**config.mk**
```make
export PLATFORM = sky130hd
export DESIGN_NAME = dmem_store_monitor
export DESIGN_NICKNAME = d
export VERILOG_FILES = /design/src/rtl/dmem_store_monitor.sv
export SDC_FILE = /design/constraint.sdc
export NUM_CORES = 2
export LEC_CHECK = 0
export CAP_MARGIN = 10
export CORE_MARGIN = 3
export CORE_UTILIZATION = 30
export CTS_CLUSTER_SIZE = 24
export DETAILED_ROUTE_END_ITERATION = 10
export PLACE_DENSITY = 0.51
export REMOVE_ABC_BUFFERS = 1
export SLEW_MARGIN = 20
export SYNTH_ARGS = -nofsm -noshare
export SYNTH_HDL_FRONTEND = slang
export SYNTH_SLANG_ARGS = --single-unit
```
**constraint.sdc**
```tcl
create_clock -name clk -period 6.1 [get_ports clk]
set_clock_uncertainty 0.05 [all_clocks]
set_input_delay 0.915 -clock clk [delete_from_list [all_inputs] [get_ports clk]]
set_output_delay 0.915 -clock clk [all_outputs]
set_load 0.005 [all_outputs]
```
**src/rtl/dmem_store_monitor.sv**
```systemverilog
// rtl/dmem_store_monitor.sv - CPU data-port RAM responder with store log and pass/fail/timeout verdict
//
// Ports:
//   clk, reset           rising-edge clock, synchronous active-high reset
//   MemWrite             store strobe from the CPU
//   DataAddr, WriteData  byte address and data of the current load/store
//   ReadData             combinational load data (0 for an illegal address)
//   log_rd               pop the oldest store-log entry
//   log_valid            store log holds at least one entry
//   log_addr, log_data   oldest logged store (0 while the log is empty)
//   log_overflow         sticky: a store was dropped because the log was full
//   pass, fail, timeout  one-hot decode of the sticky run verdict
module dmem_store_monitor #(
    parameter int          DEPTH_WORDS    = 64,
    parameter int          LOG_DEPTH      = 8,
    parameter logic [31:0] PASS_ADDR      = 32'd104,
    parameter logic [31:0] PASS_DATA      = 32'd25,
    parameter int          TIMEOUT_CYCLES = 100
) (
    input  logic        clk,
    input  logic        reset,
    input  logic        MemWrite,
    input  logic [31:0] DataAddr,
    input  logic [31:0] WriteData,
    output logic [31:0] ReadData,
    input  logic        log_rd,
    output logic        log_valid,
    output logic [31:0] log_addr,
    output logic [31:0] log_data,
    output logic        log_overflow,
    output logic        pass,
    output logic        fail,
    output logic        timeout
);

    localparam int          AW        = $clog2(DEPTH_WORDS);
    localparam int          LW        = $clog2(LOG_DEPTH);
    localparam int          CW        = $clog2(TIMEOUT_CYCLES + 1);
    localparam logic [31:0] MEM_BYTES = 32'(4 * DEPTH_WORDS);

    localparam logic [1:0] ST_RUN     = 2'd0;
    localparam logic [1:0] ST_PASS    = 2'd1;
    localparam logic [1:0] ST_FAIL    = 2'd2;
    localparam logic [1:0] ST_TIMEOUT = 2'd3;

    // ------------------------------------------------------------------
    // Word RAM: asynchronous read, write at the edge. Not cleared by reset,
    // so program results survive a reset for inspection.
    // ------------------------------------------------------------------
    logic [31:0]   mem [DEPTH_WORDS];
    logic          addrLegal;
    logic [AW-1:0] wordIdx;

    assign addrLegal = (DataAddr[1:0] == 2'b00) && (DataAddr < MEM_BYTES);
    assign wordIdx   = DataAddr[AW+1:2];
    assign ReadData  = addrLegal ? mem[wordIdx] : 32'd0;

    // The RAM write deliberately ignores reset: a store coinciding with
    // reset still lands in memory.
    always_ff @(posedge clk) begin
        if (MemWrite && addrLegal) begin
            mem[wordIdx] <= WriteData;
        end
    end

    // ------------------------------------------------------------------
    // Store log FIFO
    // ------------------------------------------------------------------
    logic [31:0]   logAddrMem [LOG_DEPTH];
    logic [31:0]   logDataMem [LOG_DEPTH];
    logic [LW-1:0] wrPtr;
    logic [LW-1:0] rdPtr;
    logic [LW:0]   logCount;
    logic          logFull;
    logic          logEmpty;
    logic          doPush;
    logic          doPop;

    assign logFull  = (logCount == (LW+1)'(LOG_DEPTH));
    assign logEmpty = (logCount == '0);
    assign doPop    = log_rd && !logEmpty;
    // A simultaneous pop frees a slot, so a full log still accepts the push.
    assign doPush   = MemWrite && (!logFull || doPop);

    always_ff @(posedge clk) begin
        if (doPush && !reset) begin
            logAddrMem[wrPtr] <= DataAddr;
            logDataMem[wrPtr] <= WriteData;
        end
    end

    always_ff @(posedge clk) begin
        if (reset) begin
            wrPtr        <= '0;
            rdPtr        <= '0;
            logCount     <= '0;
            log_overflow <= 1'b0;
        end else begin
            if (doPush) begin
                wrPtr <= wrPtr + 1'b1;
            end
            if (doPop) begin
                rdPtr <= rdPtr + 1'b1;
            end
            case ({doPush, doPop})
                2'b10:   logCount <= logCount + 1'b1;
                2'b01:   logCount <= logCount - 1'b1;
                default: logCount <= logCount;
            endcase
            if (MemWrite && !doPush) begin
                log_overflow <= 1'b1;
            end
        end
    end

    assign log_valid = !logEmpty;
    assign log_addr  = log_valid ? logAddrMem[rdPtr] : 32'd0;
    assign log_data  = log_valid ? logDataMem[rdPtr] : 32'd0;

    // ------------------------------------------------------------------
    // Verdict FSM. A store-based verdict in the last RUN cycle takes
    // precedence over the timeout.
    // ------------------------------------------------------------------
    logic [1:0]    state;
    logic [1:0]    stateNext;
    logic [CW-1:0] cycleCount;

    always_comb begin
        stateNext = state;
        if (state == ST_RUN) begin
            if (MemWrite && !addrLegal) begin
                stateNext = ST_FAIL;
            end else if (MemWrite && (DataAddr == PASS_ADDR)) begin
                stateNext = (WriteData == PASS_DATA) ? ST_PASS : ST_FAIL;
            end else if (cycleCount == CW'(TIMEOUT_CYCLES - 1)) begin
                stateNext = ST_TIMEOUT;
            end
        end
    end

    always_ff @(posedge clk) begin
        if (reset) begin
            state      <= ST_RUN;
            cycleCount <= '0;
        end else begin
            state <= stateNext;
            if (state == ST_RUN) begin
                cycleCount <= cycleCount + 1'b1;
            end
        end
    end

    assign pass    = (state == ST_PASS);
    assign fail    = (state == ST_FAIL);
    assign timeout = (state == ST_TIMEOUT);

endmodule

```
==> out/results.ini <==
[worst_setup_path]
critical_path_class = primary input to output port
worstPathArrival_ns = 5.02
cp_slowest_cell = nor4_1
crit_required_ns = 5.13
crit_chain = clkdlybuf4s50_1 -> nor4_1 -> nand4_1 -> or2_2 -> buf_12 -> a31oi_1 -> o21ai_0 -> nor4_1 -> buf_4 -> clkdlybuf4s50_1
r2r_slack_ns = 3.12
worstPathMaxFanout = 22
cp-end-kind = output port
critPathMaxStageDelay_ns = 0.80
start_kind = primary input

[floorplan]
rows = 210
initial_core_util = 0.3029
ios = 169
fp.dieW_um = 582.1
core_area_sq_um = 328700
dieArea_sq_um = 338900
die_y_um = 582.1

[timing]
final.min_clock_period_ns = 5.984
maxSlewHeadroom = 0.2132
fmax_mhz = 167.1
fin_crit_sh = 0.9810
setup_viol_count_final = 0
holdWs_ns = 0.2811
finalHoldViolations = 0
rsz0062_at_grt = false
drv_slew = 0
worst_pin_slew_ns = 1.147

[yosys]
async_reset_ff_frac = 0
synth_area_sq_um = 99570
synth_edf_count = 2560
yosysSeqAreaShare = 0.7767
syn-instance-count = 5118
yosys_warnings = 0
synth_ff_type = edfxtp_1
postSynthAreaPerCell_sq_um = 19.46
yosys_register_bits = 2583
yosys.cell_types.count = 85

[place]
hpwlAfterDp_mm = 203.7
dpl.cell_count = 9700
place_congestion = 0.8539
portBuffers = 168

[layout]
final_util = 0.3571
layout_common_cells = edfxtp_1, o22ai_1, buf_4
n_fill_cell = 30458
final_layout_size_suffix_gt1_frac = 0.2363
area_growth_pct = 17.89
final_common_cell = edfxtp_1
multi_input_area_sq_um = 20540
regArea_sq_um = 77350
final_nets = 5708
stdcell_count = 10196

[power]
p_per_area_nw_per_um2 = 340.6
p_leak_nw = 36.27
peakVddDrop_mv = 0.2201

[hold_path]
hold_path_class = primary input to flop

[global_routing]
grt_pass1_vias = 54420
grt_pass1_wl_mm = 461.7
grt.total_usage = 0.1937
grt_max_degree = 74
grt-ovfl-total = 0
antenna_found_initial = 33

[clock_network]
cts_tree = yes
post_cts_buffers = 0
cts_root_buf = clkbuf_16
htreeDepth = 5
clk_pin_slew_ns = 0.06
numCtsBuffers = 276
cts_buffer_depth = 4
worst_skew_pair.late_latency_ns = 0.82
cts_sinks = 2583

[routing]
routed_wirelength_mm = 337.7
wl_per_cell_um = 33.12
firstDrtPassIters = 6
via_per_inst = 5.513
drt_iter0_markers = 7386
vias = 56206
drc = 0
ant_nets = 0

[run]
cap_violations = 0

[status]
outcome = completed

-- logic make-up (layout without fill, tap and decap cells) --
logic type,count (synthesis),in the layout,synth area share
compound gates,929,929,0.06523
xor+xnor,12,12,0.001056
flops,2583,2583,0.7767
simple gates,561,561,0.02560
mux,688,688,0.1070
buf+inv,338,1059,0.02347
other cells,0,11,0
fa+ha+maj,7,7,0.0009550
-- cell usage after synthesis (all sizes together), types with 11 or more instances --
cell | n | share of area
or3 | 16 | 0.0010
nor3 | 43 | 0.0022
a21oi | 113 | 0.0057
nor2 | 263 | 0.0099
a211oi | 15 | 0.0012
a2bb2oi | 28 | 0.0025
buf | 254 | 0.020
dfxtp | 23 | 0.0046
a221oi | 33 | 0.0029
clkbuf | 73 | 0.0028
nand2b | 12 | 0.00075
nor2b | 13 | 0.00082
nand2 | 121 | 0.0046
edfxtp | 2560 | 0.77
o21ai | 103 | 0.0052
mux4 | 279 | 0.064
mux2 | 188 | 0.021
o221ai | 159 | 0.014
a221o | 13 | 0.0013
a222oi | 12 | 0.0012
nand3 | 24 | 0.0013
o22ai | 333 | 0.021
a22oi | 39 | 0.0029
inv | 11 | 0.00044
o22a | 13 | 0.0011
nor4 | 33 | 0.0021
mux2i | 221 | 0.022
-- report_power, final --
group	total (W)	switching [W]	internal, W
Combinational	0.00414	0.00241	0.00174
Sequential	0.0197	0.000136	0.0196
Clock	0.0161	0.00690	0.00919
-- per-stage QoR --
step                      cell area, sq um  setup TNS (ns)  setup slack [ns]  power, W
after floorplan                      97280         -113.99            -1.252   0.02200
after global placement              108800         -0.1090           -0.1090   0.02429
after detailed placement            108800        -0.03346          -0.03346   0.02433
after CTS                           117300               0           0.01576   0.04032
after global routing                117400               0           0.05039   0.04122
final                               117400               0            0.1160   0.03998
-- state kept, by name, summed over array words and instances, names as in the netlist, named ones only --
name and count:
cycleCount 7, logAddrMem 256, logCount 4, logDataMem 256
log_overflow 1, mem 2048, rdPtr 3, state 2
wrPtr 3
-- layout make-up --
cell class,instances,area share
antenna,11,0.0002345
sequential,2583,0.6589
multi-input combinational,2197,0.1750
inverter,11,0.0004157
clock inverter,133,0.009945
timing repair buffer,564,0.04688
clock buffer,351,0.06231
tap,4346,0.04632
-- path summary, 6_finish.rpt --
check | cells past startpoint | from | to
max | 10 | DataAddr[13] | ReadData[17]
min | 1 | WriteData[16] | mem[44][16]$_DFFE_PP_
max reg2reg | 6 | logCount[0]$_SDFFE_PP0P_ | logAddrMem[4][13]$_DFFE_PP_
min reg2reg | 2 | log_overflow$_SDFFE_PP0P_ | log_overflow$_SDFFE_PP0P_
-- worst max-delay path: cells and delay by family --
family | cells | cell delay (ns)
AO/OA/AOI/OAI | 2 | 0.51
buffers and inverters | 4 | 1.49
AND/OR/NAND/NOR | 4 | 2.03
-- routing by layer --
metal  vias up  wire length, um  global-route usage
li1      22396                -                   -
met1     30119           139900              0.2731
met2      3141           152600              0.2969
met3       544            34600             0.04745
met4         6            10550             0.05437
met5         -               43                   0
-- timing repair --
| action | CTS | global route |
|---|---|---|
| endpoints found under the setup margin | 1 | 1 |
| hold buffers | 0 | 0 |
| resized for setup | 1 | 1 |
(Power assumes the default switching activity.)
